[config.mk]
export PLATFORM = sky130hd
export DESIGN_NAME = dac_readback_rx
export DESIGN_NICKNAME = d
export VERILOG_FILES = /design/src/rtl/dac_rb_pkg.sv /design/src/rtl/rb_fifo.sv /design/src/rtl/dac_readback_rx.sv
export SDC_FILE = /design/constraint.sdc
export NUM_CORES = 1
export LEC_CHECK = 0
export BUFFER_PORTS_ARGS = -buffer_cell sky130_fd_sc_hd__buf_2
export CAP_MARGIN = 20
export CORE_MARGIN = 8
export CORE_UTILIZATION = 45
export DETAILED_ROUTE_END_ITERATION = 7
export GPL_TIMING_DRIVEN = 0
export SYNTH_ARGS = -nofsm -noshare
export SYNTH_HDL_FRONTEND = slang
export SYNTH_SLANG_ARGS = --single-unit
export TNS_END_PERCENT = 1
[constraint.sdc]
create_clock -name clk -period 3.8 [get_ports clk]
set_clock_uncertainty 0.2 [all_clocks]
set_input_delay 0.38 -clock clk [delete_from_list [all_inputs] [get_ports clk]]
set_output_delay 0.38 -clock clk [all_outputs]
set_load 0.01 [all_outputs]
[src/rtl/dac_rb_pkg.sv]
// Purpose : shared defaults, FSM encoding and counter helper for the DAC readback receiver.
// Latency : n/a (declarations only).
// Backpr. : n/a.
package dac_rb_pkg;

  localparam int FRAME_BITS_DEF = 24;
  localparam int DATA_BITS_DEF  = 16;

  // Bit counter is 6 bits wide and sticks at its maximum.
  localparam int         BIT_CNT_W   = 6;
  localparam logic [5:0] BIT_CNT_MAX = 6'd63;

  typedef enum logic [1:0] {
    ST_IDLE  = 2'd0,
    ST_SHIFT = 2'd1,
    ST_PUSH  = 2'd2
  } rb_state_t;

  function automatic logic [BIT_CNT_W-1:0] sat_inc(input logic [BIT_CNT_W-1:0] v);
    return (v == BIT_CNT_MAX) ? v : v + 6'd1;
  endfunction

endpackage

[src/rtl/rb_fifo.sv]
// Purpose : synchronous first-word fall-through FIFO holding completed readback words.
// Latency : write visible on rd_data one cycle after the write edge; pop advances head on the rd_en edge.
// Backpr. : write while full is accepted only when a pop happens in the same cycle; rd_en while empty is ignored.
//
// Ports: clk, rst (sync, active high); wr_en/wr_data push side; rd_en pop strobe;
//        rd_data head word (0 while empty); empty, full, count status.
module rb_fifo #(
  parameter int WIDTH = 16,
  parameter int DEPTH = 16
) (
  input  logic                       clk,
  input  logic                       rst,
  input  logic                       wr_en,
  input  logic [WIDTH-1:0]           wr_data,
  input  logic                       rd_en,
  output logic [WIDTH-1:0]           rd_data,
  output logic                       empty,
  output logic                       full,
  output logic [$clog2(DEPTH+1)-1:0] count
);

  localparam int AW = $clog2(DEPTH);
  localparam int CW = $clog2(DEPTH + 1);

  logic [WIDTH-1:0] mem_q [DEPTH];
  logic [AW-1:0]    wr_ptr_q, wr_ptr_d;
  logic [AW-1:0]    rd_ptr_q, rd_ptr_d;
  logic [CW-1:0]    count_q, count_d;
  logic             do_rd, do_wr;

  assign empty = (count_q == '0);
  assign full  = (count_q == CW'(DEPTH));
  assign count = count_q;

  // Head is masked while empty so the output reads 0 out of reset
  // without needing to clear the storage array.
  assign rd_data = empty ? '0 : mem_q[rd_ptr_q];

  always_comb begin
    do_rd    = rd_en && !empty;
    do_wr    = wr_en && (!full || do_rd);
    // Pointers are exactly log2(DEPTH) bits, so they wrap on their own.
    wr_ptr_d = wr_ptr_q + AW'(do_wr);
    rd_ptr_d = rd_ptr_q + AW'(do_rd);
    count_d  = count_q + CW'(do_wr) - CW'(do_rd);
  end

  always_ff @(posedge clk) begin
    if (rst) begin
      wr_ptr_q <= '0;
      rd_ptr_q <= '0;
      count_q  <= '0;
    end else begin
      wr_ptr_q <= wr_ptr_d;
      rd_ptr_q <= rd_ptr_d;
      count_q  <= count_d;
    end
  end

  always_ff @(posedge clk) begin
    if (do_wr) begin
      mem_q[wr_ptr_q] <= wr_data;
    end
  end

endmodule

[src/rtl/dac_readback_rx.sv]
// Purpose : captures the DAC sdo readback stream framed by sclk/latch and queues 16-bit words.
// Latency : raw edge sampled at edge k acts at k+3; word readable after edge k+4 from latch rise.
// Backpr. : none toward the DAC; a frame finishing into a full FIFO (no same-cycle pop) is dropped and sets overflow.
//
// Ports: clk, rst (sync, active high); sclk, latch (active-low SYNC), sdo_bit observed from the SPI link;
//        capture_en host enable; rd_en pop strobe; rd_data/empty/full/count FIFO status;
//        overflow, frame_err sticky error flags.
// Build option: define DAC_RB_FRAME_CHECK_EN to discard frames whose bit count differs from
//        FRAME_BITS and flag them on frame_err; otherwise frame_err is 0 and every frame pushes.
module dac_readback_rx
  import dac_rb_pkg::*;
#(
  parameter int FRAME_BITS = FRAME_BITS_DEF,
  parameter int DATA_BITS  = DATA_BITS_DEF,
  parameter int FIFO_DEPTH = 16
) (
  input  logic                            clk,
  input  logic                            rst,
  input  logic                            sclk,
  input  logic                            latch,
  input  logic                            sdo_bit,
  input  logic                            capture_en,
  input  logic                            rd_en,
  output logic [DATA_BITS-1:0]            rd_data,
  output logic                            empty,
  output logic                            full,
  output logic [$clog2(FIFO_DEPTH+1)-1:0] count,
  output logic                            overflow,
  output logic                            frame_err
);

  // Input conditioning: sdo synchronizer, matching delay on sclk/latch,
  // a third flop for edge detect, then a registered edge pulse.
  logic                 sdo_s1_q, sdo_s1_d;
  logic                 sdo_s2_q, sdo_s2_d;
  logic [2:0]           sclk_dly_q, sclk_dly_d;
  logic [2:0]           latch_dly_q, latch_dly_d;
  logic                 sclk_fall_q, sclk_fall_d;
  logic                 latch_fall_q, latch_fall_d;
  logic                 latch_rise_q, latch_rise_d;

  rb_state_t            state_q, state_d;
  logic [DATA_BITS-1:0] shift_q, shift_d;
  logic [BIT_CNT_W-1:0] bit_cnt_q, bit_cnt_d;
  logic                 overflow_q, overflow_d;
  logic                 fifo_wr;
  logic                 fifo_can_wr;

`ifdef DAC_RB_FRAME_CHECK_EN
  logic                 frame_err_q, frame_err_d;
  assign frame_err = frame_err_q;
`else
  assign frame_err = 1'b0;
`endif

  assign overflow = overflow_q;

  // A full FIFO still takes the word if the host pops in the same cycle.
  assign fifo_can_wr = !full || (rd_en && !empty);

  always_comb begin
    sdo_s1_d     = sdo_bit;
    sdo_s2_d     = sdo_s1_q;
    sclk_dly_d   = {sclk_dly_q[1:0], sclk};
    latch_dly_d  = {latch_dly_q[1:0], latch};
    sclk_fall_d  = !sclk_dly_q[1] &&  sclk_dly_q[2];
    latch_fall_d = !latch_dly_q[1] &&  latch_dly_q[2];
    latch_rise_d =  latch_dly_q[1] && !latch_dly_q[2];
  end

  always_comb begin
    state_d     = state_q;
    shift_d     = shift_q;
    bit_cnt_d   = bit_cnt_q;
    overflow_d  = overflow_q;
    fifo_wr     = 1'b0;
`ifdef DAC_RB_FRAME_CHECK_EN
    frame_err_d = frame_err_q;
`endif
    unique case (state_q)
      ST_IDLE: begin
        // capture_en only gates the start of a frame; it cannot abort one.
        if (capture_en && latch_fall_q) begin
          shift_d   = '0;
          bit_cnt_d = '0;
          state_d   = ST_SHIFT;
        end
      end
      ST_SHIFT: begin
        // sclk edge is applied first so a coincident latch edge sees the new bit.
        if (sclk_fall_q) begin
          shift_d   = {shift_q[DATA_BITS-2:0], sdo_s2_q};
          bit_cnt_d = sat_inc(bit_cnt_q);
        end
        if (latch_fall_q) begin
          // SYNC glitch: restart the frame from scratch.
          shift_d   = '0;
          bit_cnt_d = '0;
        end else if (latch_rise_q) begin
          state_d = ST_PUSH;
        end
      end
      ST_PUSH: begin
        state_d = ST_IDLE;
`ifdef DAC_RB_FRAME_CHECK_EN
        if (bit_cnt_q != BIT_CNT_W'(FRAME_BITS)) begin
          frame_err_d = 1'b1;
        end else if (fifo_can_wr) begin
          fifo_wr = 1'b1;
        end else begin
          overflow_d = 1'b1;
        end
`else
        if (fifo_can_wr) begin
          fifo_wr = 1'b1;
        end else begin
          overflow_d = 1'b1;
        end
`endif
      end
      default: begin
        state_d = ST_IDLE;
      end
    endcase
  end

  always_ff @(posedge clk) begin
    if (rst) begin
      sdo_s1_q     <= 1'b0;
      sdo_s2_q     <= 1'b0;
      sclk_dly_q   <= '0;
      latch_dly_q  <= '0;
      sclk_fall_q  <= 1'b0;
      latch_fall_q <= 1'b0;
      latch_rise_q <= 1'b0;
      state_q      <= ST_IDLE;
      shift_q      <= '0;
      bit_cnt_q    <= '0;
      overflow_q   <= 1'b0;
`ifdef DAC_RB_FRAME_CHECK_EN
      frame_err_q  <= 1'b0;
`endif
    end else begin
      sdo_s1_q     <= sdo_s1_d;
      sdo_s2_q     <= sdo_s2_d;
      sclk_dly_q   <= sclk_dly_d;
      latch_dly_q  <= latch_dly_d;
      sclk_fall_q  <= sclk_fall_d;
      latch_fall_q <= latch_fall_d;
      latch_rise_q <= latch_rise_d;
      state_q      <= state_d;
      shift_q      <= shift_d;
      bit_cnt_q    <= bit_cnt_d;
      overflow_q   <= overflow_d;
`ifdef DAC_RB_FRAME_CHECK_EN
      frame_err_q  <= frame_err_d;
`endif
    end
  end

  rb_fifo #(
    .WIDTH (DATA_BITS),
    .DEPTH (FIFO_DEPTH)
  ) u_fifo (
    .clk     (clk),
    .rst     (rst),
    .wr_en   (fifo_wr),
    .wr_data (shift_q),
    .rd_en   (rd_en),
    .rd_data (rd_data),
    .empty   (empty),
    .full    (full),
    .count   (count)
  );

endmodule

=== After elaboration in Yosys (flattened, before gate mapping) ===
Memories as Yosys holds them, arrays and structs flattened. A register that Yosys moved wholly into a read port is not among the register bits.
Index checks and enable logic that the tools add are counted.

* Register bits: 43
* Memories kept: 1
* Output and inout bits: 25
* Bits of input ports: 7
* Logic and storage cells: 58
* RAM bits: 256

{| class="wikitable"
|+ Memories
! name !! depth !! width !! read ports !! clocked after memory_dff !! write ports !! line !! text
|-
| u_fifo.mem_q || 16 || 16 || 1 || 1 || 1 || rb_fifo.sv:25 || <nowiki>logic [WIDTH-1:0] mem_q [DEPTH];</nowiki>
|}

* Bitwise gates (word level): 1
* Eq/ne operators: 7
* Add/subtract/negate cells: 4
* Reduce and logical (&&, ||, !) cells: 18
* Muxes and demuxes: 14

{| class="wikitable"
|+ Operators by type and width
! kind !! number
|-
| $mux W16 || 4
|-
| $pmux W16 S2 || 1
|-
| $add A4 B1 Y4 || 2
|-
| $logic_and A1 B1 Y1 || 6
|-
| $mux W2 || 3
|-
| $ne A2 B2 Y1 const B || 3
|-
| $reduce_and A3 Y1 || 2
|-
| $add A5 B1 Y5 || 1
|-
| $eq A5 B5 Y1 const B || 1
|-
| $logic_not A1 Y1 || 5
|-
| $logic_not A5 Y1 || 1
|-
| $sub A5 B1 Y5 || 1
|-
| $mux W1 || 4
|-
| $mux W4 || 1
|-
| $pmux W2 S2 || 1
|-
| $ne A3 B3 Y1 const B || 1
|-
| $eq A2 B1 Y1 const B || 1
|-
| $eq A2 B2 Y1 const B || 1
|-
| $logic_not A2 Y1 || 1
|-
| $reduce_and A2 Y1 || 1
|-
| $reduce_bool A2 Y1 || 1
|-
| $logic_or A1 B1 Y1 || 1
|-
| $not A1 Y1 || 1
|}

=== Logic depth before layout (Yosys ltp) ===
* Depth in word-level cells: 9
* Mapped depth: 14
* Depth with buffers taken out: 14

=== Modules after synthesis ===
A second synthesis with hierarchy kept.

* Cell total of the unflattened synthesis: 606
* Area, all modules: 11,748.8 um2

{| class="wikitable"
|+ Modules (own cells, without submodules)
! module !! sequential area each (um2) !! instances !! area an instance (um2) !! cells an instance
|-
| rb_fifo || 7,947.6 || 1 || 10,540.1 || 485
|-
| dac_readback_rx || 600.6 || 1 || 1,208.7 || 121
|}

=== Worst setup path after synthesis ===
No wires, ideal clock.

* Path kind: register to register
* From: register u_fifo.count_q[2] (netlist: u_fifo.count[2])
* To: memory u_fifo.mem_q[4][0], enable pin
* Path slack: 606 ps
* Path buffers: 0
* Stages on the path, launching flop included: 7
* Setup time: 409 ps
* Clock period less this slack: 3,194 ps
* Data arrival time: 2,584 ps
* Required time: 3,191 ps
* Cells stage by stage: dfxtp_1 > inv_1 > ha_1 > and4bb_2 > a21oi_1 > nand3b_1 > nor3_1

* Elaborated cells between the ends (all ways): 11
* Those cells by class: eq/ne: 1; mux: 4; reduce/logical: 6

{| class="wikitable"
|+ RTL lines
! what !! line !! text
|-
| start: declaration || rb_fifo.sv:28 || <nowiki>logic [CW-1:0] count_q, count_d;</nowiki>
|-
| start signal: assignment || rb_fifo.sv:56 || <nowiki>count_q <= count_d;</nowiki>
|-
| $eq A5 B5 Y1 (*) || rb_fifo.sv:32 || <nowiki>assign full = (count_q == CW'(DEPTH));</nowiki>
|-
| named net full || dac_readback_rx.sv:26 || <nowiki>output logic full,</nowiki>
|-
| $logic_not A1 Y1 (*) || rb_fifo.sv:41, dac_readback_rx.sv:59 ||
|-
| $logic_or A1 B1 Y1 (*) || rb_fifo.sv:41, dac_readback_rx.sv:59 ||
|-
| $mux W1 || dac_readback_rx.sv:114 || <nowiki>if (fifo_can_wr) begin</nowiki>
|-
| $mux W1 || dac_readback_rx.sv:80 || <nowiki>unique case (state_q)</nowiki>
|-
| $logic_and A1 B1 Y1 (*) || rb_fifo.sv:41 || <nowiki>do_wr = wr_en && (!full || do_rd);</nowiki>
|-
| $mux W1 (*) || rb_fifo.sv:61 || <nowiki>if (do_wr) begin</nowiki>
|-
| $mux W1 (implied by the code) (*) || rb_fifo.sv:62 || <nowiki>mem_q[wr_ptr_q] <= wr_data;</nowiki>
|-
| end: declaration || rb_fifo.sv:25 ||
|}

The timed path passes the listed nets; every way through them passes the cells marked *.

=== Worst setup path after layout ===
* From: register u_fifo.count_q[2] (netlist: u_fifo.count[2])
* To: output rd_data[4]

* Cells in the longest elaborated chain, start to end: 2

{| class="wikitable"
|+ RTL lines
! what !! line !! text
|-
| $logic_not A5 Y1 || rb_fifo.sv:31 || <nowiki>assign empty = (count_q == '0);</nowiki>
|-
| $mux W16 || rb_fifo.sv:37 || <nowiki>assign rd_data = empty ? '0 : mem_q[rd_ptr_q];</nowiki>
|-
| end: declaration || dac_readback_rx.sv:24 || <nowiki>output logic [DATA_BITS-1:0] rd_data,</nowiki>
|}

No other way between the ends.

==> results.py <==
metrics = {
    "die": {
        "core_area_mm2": 0.0252,
        "initial_utilization_pct": 45.9,
        "die_w_um": 176,
        "rows": 58,
        "die_height_um": 176,
        "dieArea_mm2": 0.0311,
        "num_io_pins": 32,
    },
    "finish": {
        "nets": 733,
        "final_layout_size_suffix_gt1_share_pct": 29.0,
        "fin_util_pct": 53.4,
        "area_delta_synth_final_pct": 16.4,
        "fillers": 1991,
        "diodes": 0,
    },
    "power": {
        "p_int_mw": 5.91,
        "ir_worst_vdd_mv": 0.393,
        "switchingPower_mw": 1.99,
        "clock_power_share_pct": 35.7,
        "p_leak_nw": 4.69,
        "pwr-share-comb_pct": 19.0,
        "power.density_mw_per_mm2": 587,
        "seqPwrFrac_pct": 45.3,
        "swShare_pct": 25.2,
        "p_total_mw": 7.90,
    },
    "detailed_routing": {
        "wl_met2_mm": 12.2,
        "wl_per_cell_um": 22.7,
        "finalWirelength_mm": 24.2,
        "top_layer": "met4",
        "num_vias": 5844,
        "firstDrtPassIters": 5,
        "met1_length_mm": 10.3,
        "met3_length_mm": 1.21,
        "vias_per_cell": 5.47,
        "first_iter_violations": 563,
        "drc": 0,
        "antenna_left": 0,
    },
    "logic_synthesis": {
        "synth_area_leaders": "edfxtp_1, mux4_2, dfxtp_1",
        "async_reset_ff_share_pct": 0,
        "synth.top_cells.by_count": "edfxtp_1, mux4_2, inv_1",
        "syn_area_mm2": 0.0116,
        "synth_top_area_cell": "edfxtp_1",
        "synth_top_area_share_pct": 66.5,
        "ys_seq_area_share_pct": 74.0,
        "synth_cell_types": 34,
        "yosysWarnings": 0,
        "synth_flop_cell": "edfxtp_1",
        "syn_area_per_cell_um2": 18.4,
        "yosysMostFrequentCell": "edfxtp_1",
        "synth_cells": 629,
        "syn-num-nets": 646,
        "ys_ff_latch": 299,
        "synth_edf_count": 256,
    },
    "worst_setup_path": {
        "worst_setup_path_start_kind": "flop",
        "required_ps": 3220,
        "worstPathMaxFanout": 10,
        "path_buf_inv": 3,
        "worstSetupPathType": "reg -> out",
        "cp.arrival_ps": 2810,
        "critPathSlowestCell": "or4b_1",
        "r2r_cells": 14,
        "cp_common_cell": "buf_2",
        "slowest_delay_ps": 540,
        "cp-end-kind": "output port",
        "cp_top_family": "simple AND/OR/NAND/NOR gates",
        "path_cells": "inv_1, ha_1, or4b_1, nand3b_1, buf_2, o221ai_1, buf_2",
        "crit_cells": 7,
    },
    "global_routing": {
        "grt_max_degree": 19,
        "gr-total-overflow": 0,
        "grt_pass1_vias": 6218,
        "grt_antenna_before_repair": 0,
        "grt_pass1_wl_mm": 37.1,
        "grt_usage_pct": 15.7,
    },
    "timing": {
        "period_share_pct": 89.2,
        "fmax_mhz": 295,
        "finalCriticalPeriod_ps": 3390,
        "grt_setup_unrepaired": "no",
        "setup_violations": 0,
        "worst-slew-pin-transition_ps": 953,
        "hold_viol_final": 0,
        "relSlewSlack_pct": 36.0,
        "slew_viol_final": 0,
    },
    "placed_design": {
        "io_buffer_count": 30,
        "dp_hpwl_mm": 16.4,
        "gp_congestion": 0.769,
    },
    "cts": {
        "cts_setup_buffers": 0,
        "clk_pin_slew_ps": 60,
        "clk_latency_ps": 540,
        "clock_path_buffers": 3,
        "numCtsBuffers": 30,
        "h-tree-depth": 1,
        "clockRootBuffer": "clkbuf_16",
        "cts_tree": "done",
        "cts_sinks": 299,
    },
    "worst_hold_path": {
        "min_path_cells": 4,
        "min_path_type": "in -> reg",
    },
    "flow_run": {
        "maxCapViolCount": 0,
    },
    "run_status": {
        "status": "finished, final reports clean",
    },
}
tightest hold or removal path, delay by kind of cell:
family / cells / cell delay, ps
buf+inv: 2 / 230
compound gates: 1 / 120
simple gates: 1 / 70
what timing repair did:
item / 4_1_cts / 5_1_grt
gates resized for setup: 0 / 0
hold endpoints to repair: 7 / 0
hold buffers: 5 / 0
setup endpoints to repair: 0 / 0
layout make-up:
type	count	area [µm²]	area share, %
well taps	330	413	3.07
plain buffers	29	161	1.20
inverters	44	165	1.23
multi-input cells	257	2730	20.3
clock buffers	47	902	6.71
clock inverters	7	56.3	0.419
flip-flops and latches	299	8550	63.6
repair buffers	55	470	3.50
logic make-up (layout without fill, tap and decap cells):
kind of cell | Yosys count | after routing | share of synthesized area (%)
DFF | 299 | 299 | 74.0
other | 1 | 1 | 0.0325
AOI/OAI and AO/OA | 43 | 43 | 2.61
muxes | 80 | 80 | 14.0
buffers and inverters | 73 | 182 | 2.83
xor gates and xnor gates | 7 | 7 | 0.531
adders and majority gates | 10 | 10 | 1.15
and+or+nand+nor | 116 | 116 | 4.82
layout by cell type (no fill, tap or decap), types with 3 or more instances in the layout:
master | synthesis | final
clkbuf_8 | 0 | 3
buf_2 | 18 | 48
clkinv_1 | 0 | 3
clkbuf_1 | 7 | 15
dlygate4sd3_1 | 0 | 5
xnor2_1 | 5 | 5
buf_8 | 1 | 13
nand3b_1 | 3 | 3
mux4_2 | 64 | 64
nor2b_1 | 15 | 15
edfxtp_1 | 256 | 256
clkbuf_4 | 0 | 4
nor3_2 | 0 | 4
dfxtp_1 | 43 | 43
nand3_1 | 21 | 21
clkbuf_16 | 0 | 32
clkinv_2 | 0 | 3
nor3_1 | 8 | 4
nor3b_1 | 3 | 3
o221ai_1 | 14 | 14
ha_1 | 9 | 9
nand2_1 | 36 | 36
inv_1 | 44 | 44
buf_6 | 2 | 10
a21oi_1 | 20 | 20
nor2_1 | 24 | 12
nand2b_1 | 3 | 3
mux2_2 | 16 | 16
nor2_2 | 0 | 12
power groups by stage:
stage / combinational [mW] / clock [mW] / sequential [mW]
CTS: 1.55 / 2.88 / 3.58
global placement: 1.52 / 0 / 3.65
detailed placement: 1.54 / 0 / 3.65
finish: 1.50 / 2.82 / 3.58
floorplan: 0.992 / 0 / 3.65
global route: 1.64 / 3.00 / 3.58
path summary, 6_finish.rpt:
kind / start / to / slack (ps)
worst min-delay path: rd_en / overflow / 110
worst min register to register: latch_dly_q[2] / latch_rise_q / 210
worst max-delay path: u_fifo.count[2] / rd_data[4] / 410
worst max register to register: u_fifo.count[2] / u_fifo.count[4] / 590
metal layers:
layer	GRT usage (%)	up-vias
met3	2.31	39
met1	20.9	3014
li1	-	2620
met5	0	-
met4	3.96	0
met2	26.9	171
registers in the layout, indices dropped and copies added, names as in the netlist, 2 cells and up:
name	count
u_fifo.mem_q	256
shift_q	16
u_fifo.wr_ptr_q	4
sclk_dly_q	3
state_q	2
latch_dly_q	3
u_fifo.rd_ptr_q	4
u_fifo.count	5
metrics by stage:
step	TNS [ps]	hold WS [ps]	cell area (µm²)	setup slack, ps	instances
after global placement	-43140	189	12100	-690	989
after detailed placement	0	204	12400	603	1009
after global routing	0	147	13400	256	1068
final	0	108	13400	411	1068
after CTS	0	88.0	13400	354	1068
after floorplan	0	183	11600	606	629
No activity file was read; power rests on OpenSTA's default activity.
